## src/rtl/id_ex_stage_if.sv

```systemverilog
// ID/EX bundle: decode fields, register file and writeback
// inputs driven by the master, EX-slot outputs driven by the stage.
interface id_ex_stage_if #(
    parameter int DW = 16,
    parameter int RW = 4
);
    logic          id_valid;
    logic [3:0]    id_opcode;
    logic [RW-1:0] id_src1;
    logic [RW-1:0] id_src2;
    logic [RW-1:0] id_dst;
    logic [DW-1:0] id_imm;
    logic          id_wen;
    logic          id_memread;
    logic          id_memwrite;
    logic [DW-1:0] rf_data1;
    logic [DW-1:0] rf_data2;
    logic [RW-1:0] wb_dst;
    logic          wb_wen;
    logic [DW-1:0] wb_data;
    logic          flush;
    logic          mem_stall;
    logic          ex_valid;
    logic [3:0]    ex_opcode;
    logic [RW-1:0] ex_src1;
    logic [RW-1:0] ex_src2;
    logic [RW-1:0] ex_dst;
    logic [DW-1:0] ex_imm;
    logic [DW-1:0] ex_data1;
    logic [DW-1:0] ex_data2;
    logic          ex_wen;
    logic          ex_memread;
    logic          ex_memwrite;
    logic          stall_id;
    logic [15:0]   bubble_cnt;

    modport master (
        output id_valid, id_opcode, id_src1, id_src2, id_dst,
        output id_imm, id_wen, id_memread, id_memwrite,
        output rf_data1, rf_data2, wb_dst, wb_wen, wb_data,
        output flush, mem_stall,
        input  ex_valid, ex_opcode, ex_src1, ex_src2, ex_dst,
        input  ex_imm, ex_data1, ex_data2,
        input  ex_wen, ex_memread, ex_memwrite,
        input  stall_id, bubble_cnt
    );

    modport slave (
        input  id_valid, id_opcode, id_src1, id_src2, id_dst,
        input  id_imm, id_wen, id_memread, id_memwrite,
        input  rf_data1, rf_data2, wb_dst, wb_wen, wb_data,
        input  flush, mem_stall,
        output ex_valid, ex_opcode, ex_src1, ex_src2, ex_dst,
        output ex_imm, ex_data1, ex_data2,
        output ex_wen, ex_memread, ex_memwrite,
        output stall_id, bubble_cnt
    );
endinterface

```

## src/rtl/id_ex_stage.sv

```systemverilog
// ID/EX pipeline register with load-use bubbles, flush and memory stall.
// Define WB_BYPASS_EN to forward same-cycle writeback data into the operands.
module id_ex_stage #(
    parameter int DW = 16,
    parameter int RW = 4
) (
    input  logic         clk,
    input  logic         rst,
    id_ex_stage_if.slave io
);
    typedef struct packed {
        logic          valid;
        logic [3:0]    opcode;
        logic [RW-1:0] src1;
        logic [RW-1:0] src2;
        logic [RW-1:0] dst;
        logic [DW-1:0] imm;
        logic [DW-1:0] data1;
        logic [DW-1:0] data2;
        logic          wen;
        logic          memread;
        logic          memwrite;
    } ex_t;

    ex_t           ex_q, ex_d;
    logic [15:0]   bubble_q, bubble_d;
    logic          haz;
    logic          byp1, byp2;
    logic [DW-1:0] op1, op2;

    assign haz = ex_q.valid & ex_q.memread & (ex_q.dst != '0)
               & io.id_valid
               & ((ex_q.dst == io.id_src1) | (ex_q.dst == io.id_src2));

    assign io.stall_id = io.mem_stall | (haz & ~io.flush);

`ifdef WB_BYPASS_EN
    assign byp1 = io.wb_wen & (io.wb_dst != '0) & (io.wb_dst == io.id_src1);
    assign byp2 = io.wb_wen & (io.wb_dst != '0) & (io.wb_dst == io.id_src2);
`else
    logic unused_wb;
    assign unused_wb = ^{io.wb_wen, io.wb_dst, io.wb_data};
    assign byp1 = 1'b0;
    assign byp2 = 1'b0;
`endif

    // R0 reads as zero even if a bypass would match
    always_comb begin
        op1 = byp1 ? io.wb_data : io.rf_data1;
        op2 = byp2 ? io.wb_data : io.rf_data2;
        if (io.id_src1 == '0) op1 = '0;
        if (io.id_src2 == '0) op2 = '0;
    end

    always_comb begin
        ex_d     = ex_q;
        bubble_d = bubble_q;
        priority case (1'b1)
            io.mem_stall: ;
            io.flush: ex_d = '0;
            haz: begin
                ex_d = '0;
                if (bubble_q != 16'hFFFF) bubble_d = bubble_q + 16'd1;
            end
            default: begin
                ex_d.valid    = io.id_valid;
                ex_d.opcode   = io.id_opcode;
                ex_d.src1     = io.id_src1;
                ex_d.src2     = io.id_src2;
                ex_d.dst      = io.id_dst;
                ex_d.imm      = io.id_imm;
                ex_d.data1    = op1;
                ex_d.data2    = op2;
                ex_d.wen      = io.id_wen & io.id_valid;
                ex_d.memread  = io.id_memread & io.id_valid;
                ex_d.memwrite = io.id_memwrite & io.id_valid;
            end
        endcase
    end

    always_ff @(posedge clk or posedge rst) begin
        if (rst) begin
            ex_q     <= '0;
            bubble_q <= '0;
        end else begin
            ex_q     <= ex_d;
            bubble_q <= bubble_d;
        end
    end

    assign io.ex_valid    = ex_q.valid;
    assign io.ex_opcode   = ex_q.opcode;
    assign io.ex_src1     = ex_q.src1;
    assign io.ex_src2     = ex_q.src2;
    assign io.ex_dst      = ex_q.dst;
    assign io.ex_imm      = ex_q.imm;
    assign io.ex_data1    = ex_q.data1;
    assign io.ex_data2    = ex_q.data2;
    assign io.ex_wen      = ex_q.wen;
    assign io.ex_memread  = ex_q.memread;
    assign io.ex_memwrite = ex_q.memwrite;
    assign io.bubble_cnt  = bubble_q;
endmodule

```

## src/flat_wrapper.sv

```systemverilog
// flat-port wrapper written by rule: the top's interface ports become plain ports
module id_ex_stage_flat 
#(
    parameter int DW = 16,
    parameter int RW = 4
)
  (clk, rst, io_id_valid, io_id_opcode, io_id_src1, io_id_src2, io_id_dst, io_id_imm, io_id_wen, io_id_memread, io_id_memwrite, io_rf_data1, io_rf_data2, io_wb_dst, io_wb_wen, io_wb_data, io_flush, io_mem_stall, io_ex_valid, io_ex_opcode, io_ex_src1, io_ex_src2, io_ex_dst, io_ex_imm, io_ex_data1, io_ex_data2, io_ex_wen, io_ex_memread, io_ex_memwrite, io_stall_id, io_bubble_cnt);
  id_ex_stage_if #(.DW(DW), .RW(RW)) io_i ();
  input  logic clk;
  input  logic rst;
  input wire logic [$bits(io_i.id_valid)-1:0] io_id_valid;
  input wire logic [$bits(io_i.id_opcode)-1:0] io_id_opcode;
  input wire logic [$bits(io_i.id_src1)-1:0] io_id_src1;
  input wire logic [$bits(io_i.id_src2)-1:0] io_id_src2;
  input wire logic [$bits(io_i.id_dst)-1:0] io_id_dst;
  input wire logic [$bits(io_i.id_imm)-1:0] io_id_imm;
  input wire logic [$bits(io_i.id_wen)-1:0] io_id_wen;
  input wire logic [$bits(io_i.id_memread)-1:0] io_id_memread;
  input wire logic [$bits(io_i.id_memwrite)-1:0] io_id_memwrite;
  input wire logic [$bits(io_i.rf_data1)-1:0] io_rf_data1;
  input wire logic [$bits(io_i.rf_data2)-1:0] io_rf_data2;
  input wire logic [$bits(io_i.wb_dst)-1:0] io_wb_dst;
  input wire logic [$bits(io_i.wb_wen)-1:0] io_wb_wen;
  input wire logic [$bits(io_i.wb_data)-1:0] io_wb_data;
  input wire logic [$bits(io_i.flush)-1:0] io_flush;
  input wire logic [$bits(io_i.mem_stall)-1:0] io_mem_stall;
  output wire logic [$bits(io_i.ex_valid)-1:0] io_ex_valid;
  output wire logic [$bits(io_i.ex_opcode)-1:0] io_ex_opcode;
  output wire logic [$bits(io_i.ex_src1)-1:0] io_ex_src1;
  output wire logic [$bits(io_i.ex_src2)-1:0] io_ex_src2;
  output wire logic [$bits(io_i.ex_dst)-1:0] io_ex_dst;
  output wire logic [$bits(io_i.ex_imm)-1:0] io_ex_imm;
  output wire logic [$bits(io_i.ex_data1)-1:0] io_ex_data1;
  output wire logic [$bits(io_i.ex_data2)-1:0] io_ex_data2;
  output wire logic [$bits(io_i.ex_wen)-1:0] io_ex_wen;
  output wire logic [$bits(io_i.ex_memread)-1:0] io_ex_memread;
  output wire logic [$bits(io_i.ex_memwrite)-1:0] io_ex_memwrite;
  output wire logic [$bits(io_i.stall_id)-1:0] io_stall_id;
  output wire logic [$bits(io_i.bubble_cnt)-1:0] io_bubble_cnt;
  assign io_i.id_valid = io_id_valid;
  assign io_i.id_opcode = io_id_opcode;
  assign io_i.id_src1 = io_id_src1;
  assign io_i.id_src2 = io_id_src2;
  assign io_i.id_dst = io_id_dst;
  assign io_i.id_imm = io_id_imm;
  assign io_i.id_wen = io_id_wen;
  assign io_i.id_memread = io_id_memread;
  assign io_i.id_memwrite = io_id_memwrite;
  assign io_i.rf_data1 = io_rf_data1;
  assign io_i.rf_data2 = io_rf_data2;
  assign io_i.wb_dst = io_wb_dst;
  assign io_i.wb_wen = io_wb_wen;
  assign io_i.wb_data = io_wb_data;
  assign io_i.flush = io_flush;
  assign io_i.mem_stall = io_mem_stall;
  assign io_ex_valid = io_i.ex_valid;
  assign io_ex_opcode = io_i.ex_opcode;
  assign io_ex_src1 = io_i.ex_src1;
  assign io_ex_src2 = io_i.ex_src2;
  assign io_ex_dst = io_i.ex_dst;
  assign io_ex_imm = io_i.ex_imm;
  assign io_ex_data1 = io_i.ex_data1;
  assign io_ex_data2 = io_i.ex_data2;
  assign io_ex_wen = io_i.ex_wen;
  assign io_ex_memread = io_i.ex_memread;
  assign io_ex_memwrite = io_i.ex_memwrite;
  assign io_stall_id = io_i.stall_id;
  assign io_bubble_cnt = io_i.bubble_cnt;
  id_ex_stage #(.DW(DW), .RW(RW)) u_core (.clk(clk), .rst(rst), .io(io_i));
endmodule
```

## config.mk

```make
export PLATFORM = sky130hd
export DESIGN_NAME = id_ex_stage_flat
export DESIGN_NICKNAME = d
export VERILOG_FILES = /design/src/rtl/id_ex_stage_if.sv /design/src/rtl/id_ex_stage.sv /design/src/flat_wrapper.sv
export SDC_FILE = /design/constraint.sdc
export NUM_CORES = 1
export LEC_CHECK = 0
export BUFFER_PORTS_ARGS = -buffer_cell sky130_fd_sc_hd__buf_4
export CORE_ASPECT_RATIO = 0.75
export CORE_MARGIN = 1
export CORE_UTILIZATION = 45
export DETAILED_ROUTE_END_ITERATION = 12
export HOLD_SLACK_MARGIN = 0.15
export PLACE_DENSITY = 0.79
export SYNTH_ARGS = -nofsm -noshare
export SYNTH_HDL_FRONTEND = slang
export SYNTH_SLANG_ARGS = --single-unit
export TNS_END_PERCENT = 10
```

## constraint.sdc

```tcl
create_clock -name clk -period 3.5 [get_ports clk]
set_input_delay 0.875 -clock clk [delete_from_list [all_inputs] [get_ports clk]]
set_output_delay 0.875 -clock clk [all_outputs]
set_load 0.1 [all_outputs]
```

# Word level (Yosys, flattened, before mapping)
# Cells that the tools add are included.
[totals] ff_bits=84 latch_bits=0 mem_bits_rw=0 mem_bits_ro=0 input_bits=93 elab_cells=36 mem_count=0
[op_classes] n_addsub=1 n_mul=0 div_mod_pow=0 n_lt_le_gt_ge=0 n_eq_ne=3 n_shift=0 mux=4 bitwise_logic=12 reduce_logical=4
[ops] operator="$mux 68" count=2
[ops] operator="$mux 16" count=2
[ops] operator="$add 16x1->16 const B" count=1
[ops] operator="$ne 16x16->1 const B" count=1
[ops] operator="$and 1x1->1" count=8
[ops] operator="$eq 4x4->1" count=2
[ops] operator="$logic_not 4->1" count=2
[ops] operator="$reduce_and 4->1" count=1
[ops] operator="$reduce_bool 4->1" count=1
[ops] operator="$not 1->1" count=2
[ops] operator="$or 1x1->1" count=2

# Longest topological paths before layout
[logic_depth] word_depth=6 mapped_depth=7

# Least setup slack after synthesis
# No wires, ideal clock.
[synth_timing] kind="register to output" startpoint="register u_core.ex_q, in the netlist u_core.io.ex_dst[1]" endpoint="output port io_stall_id" t_arrival_ns=3.241 setup_slack_ns=-0.616 path_stages_with_launch=5 path_buffers=0 path_cell_list="dfrtp_1 xor2_1 nor4_4 o21ai_2 o21bai_1"
[synth_via] elab_chain_cells=6 elab_cells_between_ends=9
[synth_lines] element="start, declared" line_no="id_ex_stage.sv:25" text="ex_t ex_q, ex_d;"
[synth_lines] element="start signal, assigned" line_no="id_ex_stage.sv:83" text="ex_q <= '0;"
[synth_lines] element="start signal, assigned" line_no="id_ex_stage.sv:86" text="ex_q <= ex_d;"
[synth_lines] element="$reduce_bool 4->1" line_no="id_ex_stage.sv:31" text="assign haz = ex_q.valid & ex_q.memread & (ex_q.dst != '0)"
[synth_lines] element="$and 1x1->1" line_no="id_ex_stage.sv:31"
[synth_lines] element="$and 1x1->1" line_no="id_ex_stage.sv:32" text="& io.id_valid"
[synth_lines] element="$and 1x1->1 *" line_no="id_ex_stage.sv:33" text="& ((ex_q.dst == io.id_src1) | (ex_q.dst == io.id_src2));"
[synth_lines] element="$and 1x1->1 *" line_no="id_ex_stage.sv:35" text="assign io.stall_id = io.mem_stall | (haz & ~io.flush);"
[synth_lines] element="$or 1x1->1 *" line_no="id_ex_stage.sv:35"
[synth_lines] element="end, declared" line_no="flat_wrapper.sv:38" text="output wire logic [$bits(io_i.stall_id)-1:0] io_stall_id;"
# Mark *: on every way between the ends. The rest lies on a longest branch, timed or not.

# Final worst setup path
[layout_timing] startpoint="input port io_id_src2[1]" endpoint="output port io_stall_id"
[layout_via] elab_chain_cells=5
[layout_lines] element="start, declared" line_no="flat_wrapper.sv:14" text="input wire logic [$bits(io_i.id_src2)-1:0] io_id_src2;"
[layout_lines] element="$eq 4x4->1" line_no="id_ex_stage.sv:33"
[layout_lines] element="$or 1x1->1" line_no="id_ex_stage.sv:33"
[layout_lines] element="$and 1x1->1" line_no="id_ex_stage.sv:33"
[layout_lines] element="$and 1x1->1" line_no="id_ex_stage.sv:35"
[layout_lines] element="$or 1x1->1" line_no="id_ex_stage.sv:35"
# No other way between the ends.

==> out/metrics.cfg <==
[layout]
num-fill-cells = 586
area_growth_pct = 43.91
final_nets = 501
antenna-diode-count = 0
seq_area_um2 = 2102
multi_input_area_um2 = 1209
drive_gt1_share_pct = 46.72

[sta]
maxSlewViolCount = 0
tightestPinTransition_ps = 756.1
tns_ps = 0
maxSlewHeadroom_pct = 49.59
rsz0062_at_grt = false
hold-worst-slack_ps = 504.9
skew_ps = 7.637
setup_viol = 0
min_period_ps = 3020
hold_viol = 0
setup_slack_ps = 479.6
period_share_pct = 86.30
fmaxAchievable_ghz = 0.3311

[floorplan]
start_util_pct = 46.25
core_area_um2 = 7331
io_pins = 178
die_area_um2 = 7890
die_y_um = 77.18
dieWidth_um = 102.2
row_count = 27

[global_route]
grt-ovfl-total = 0
grt_first_pass_wirelength_um = 13310
grt_pass1_vias = 2647
antenna_found_initial = 0
track_usage_pct = 22.03
grt_max_degree = 70

[synthesis]
yosys.cell_types.count = 30
syn_inst = 248
syn_avg_cell_area_um2 = 13.67
yosysTopAreaCell = dfrtp_1
ys.warnings.count = 0
synth-edff-count = 0
synth_seq_cells = 84
synth_common_cells = dfrtp_1, a22o_1, xor2_1
synth.area.top_cells = dfrtp_1, a22o_1, xor2_1
seq_area_frac_synth_pct = 61.99
synthArstFlopShare_pct = 100.0
yosys.cell_count.top_type = dfrtp_1
synth_nets = 342
netlist_area_um2 = 3391
synthFlopType = dfrtp_1
synth.top_cell.area_share_pct = 61.99

[placement]
io_buffer_count = 156
gp_congestion = 0.8066
dp_hpwl_um = 6002
detailedPlace.worstSlack_ps = 466.8

[setup_path]
critPathCapture = io_stall_id
crit_type = primary input to output port
crit_slowest_cell = nor4_4
required_ps = 2620
crit_cells = 6
cp-end-kind = output port
crit_family = buffers and inverters
critPathLaunchType = primary input
cp.arrival_ps = 2150
r2r_cells = 6
path_common_cell = buf_4
crit_path_max_fanout = 3
critical_path.startpoint = io_id_src2[1]
cp_num_buf_inv = 2
r2r-end = u_core.io.bubble_cnt[1]
critical-path-max-stage-delay_ps = 420
rr_startpoint = u_core.io.ex_dst[1]
worstPathCellList = buf_4 > xor2_1 > nor4_4 > o21ai_2 > o21bai_4 > buf_4
reg2reg_slack_ps = 1430

[clock_network]
cts_inserted_buffers = 9
cts-hold-fix-buffers = 0
cts_setup_buffers = 0
clk_pin_slew_ps = 80
cts_max_path_buffers = 2
insertion_delay_ps = 350
cts_root_buf = clkbuf_8
cts_tree = done
h-tree-depth = 3
clock_sinks = 84
cts.repair.resized = 0

[route]
dr.pass1.iters = 4
drt-total-wl_um = 8362
drc = 0
dr.first_iter.drc_count = 63
ant_nets = 0
viasPerCell = 5.236
drt-wirelength-per-cell_um = 16.33
vias = 2681

[power]
powerDensity_nw_per_um2 = 529.7
p_leak_nw = 2.513
peakVddDrop_uv = 245.3

[flow_run]
cap_violations = 0

[min_path]
hold_path.class = register to register

[status]
status = complete, no violations

## per-stage QoR
stage          std cells  area, um2  utilization [%]  total power, mW
2_1_floorplan        248       3402                -            1.655
3_3_place_gp         497       4673            63.75            1.854
3_5_place_dp         497       4673            63.75            1.863
4_1_cts              512       4880            66.56            2.601
5_1_grt              512       4880            66.56            2.676
6_report             512       4880            66.56            2.585
## worst min-delay path by stage
stage	slack, ps	startpoint	endpoint	depth (start not counted)
5_1_grt	530	u_core.io.ex_data2[7]	u_core.io.ex_data2[7]	1
6_report	500	u_core.io.bubble_cnt[11]	u_core.io.bubble_cnt[11]	1
3_5_place_dp	490	u_core.io.ex_wen	u_core.io.ex_wen	1
3_3_place_gp	480	u_core.io.bubble_cnt[11]	u_core.io.bubble_cnt[11]	1
4_1_cts	510	u_core.io.ex_wen	u_core.io.ex_wen	1
2_1_floorplan	1000	io_rf_data1[0]	u_core.io.ex_data1[0]	1
## worst reg2reg max path, stage by stage (launching register included)
cell     delay, ps
dfrtp_1        470
xor2_1         220
nor4_4         420
o21ai_2        140
buf_4          200
nor2_2         160
mux2_1         340
## flip-flops by register name, indices dropped and copies added, names as in the netlist
register,cells
u_core.io.ex_data2,16
u_core.io.ex_dst,4
u_core.io.ex_wen,1
u_core.io.ex_src1,4
u_core.io.ex_opcode,4
u_core.io.ex_src2,4
u_core.io.ex_imm,16
u_core.io.ex_memread,1
u_core.io.ex_memwrite,1
u_core.io.ex_valid,1
u_core.io.ex_data1,16
u_core.io.bubble_cnt,16
## report_power, final
group,switching (mW),internal (mW)
clock network,0.344,0.399
logic,0.580,0.189
registers,0.0422,1.03
## cell type report
type | instances | share of cell area, %
Multi-Input combinational cell | 145 | 24.77
Sequential cell | 84 | 43.08
Timing Repair Buffer | 162 | 24.92
Inverter | 5 | 0.4103
Clock buffer | 11 | 2.692
Clock inverter | 4 | 1.538
Tap cell | 101 | 2.590
## layout by cell type (no fill, tap or decap), drive strengths merged
master    netlist  routed
buf             6     162
ha              1       1
clkbuf          8      11
a32o            3       3
nand2b          1       1
or4             1       1
xor2           20      20
a22o           65      65
clkinvlp        0       2
o21bai          1       1
or2             1       1
nand4           4       4
dfrtp          84      84
nor3           10      10
inv             5       4
o2111ai         1       1
o21a            1       1
mux2            1       1
clkinv          0       1
xnor2           3       3
nor4            7       7
o21ai           1       1
nand2           8       8
nand3           5       5
bufinv          0       2
nor2           11      11
## layer usage
layer,track usage (%),vias up,wire length [um]
met1,29.61,1338,3787
met5,0,-,0
met3,6.199,8,471
met2,34.83,90,4032
li1,-,1245,-
met4,6.143,0,70
## cells by family (layout without fill, tap and decap cells)
logic type	Yosys count	after routing	synth area share, %
flip-flops	84	84	61.99
AND/OR/NAND/NOR	48	48	9.631
multiplexers	1	1	0.3321
XOR/XNOR	23	23	5.941
adder cells (fa/ha/maj)	1	1	0.3689
buffers and inverters	19	182	2.694
AO/OA/AOI/OAI	72	72	19.04
Power figures use the tool's default switching activity.
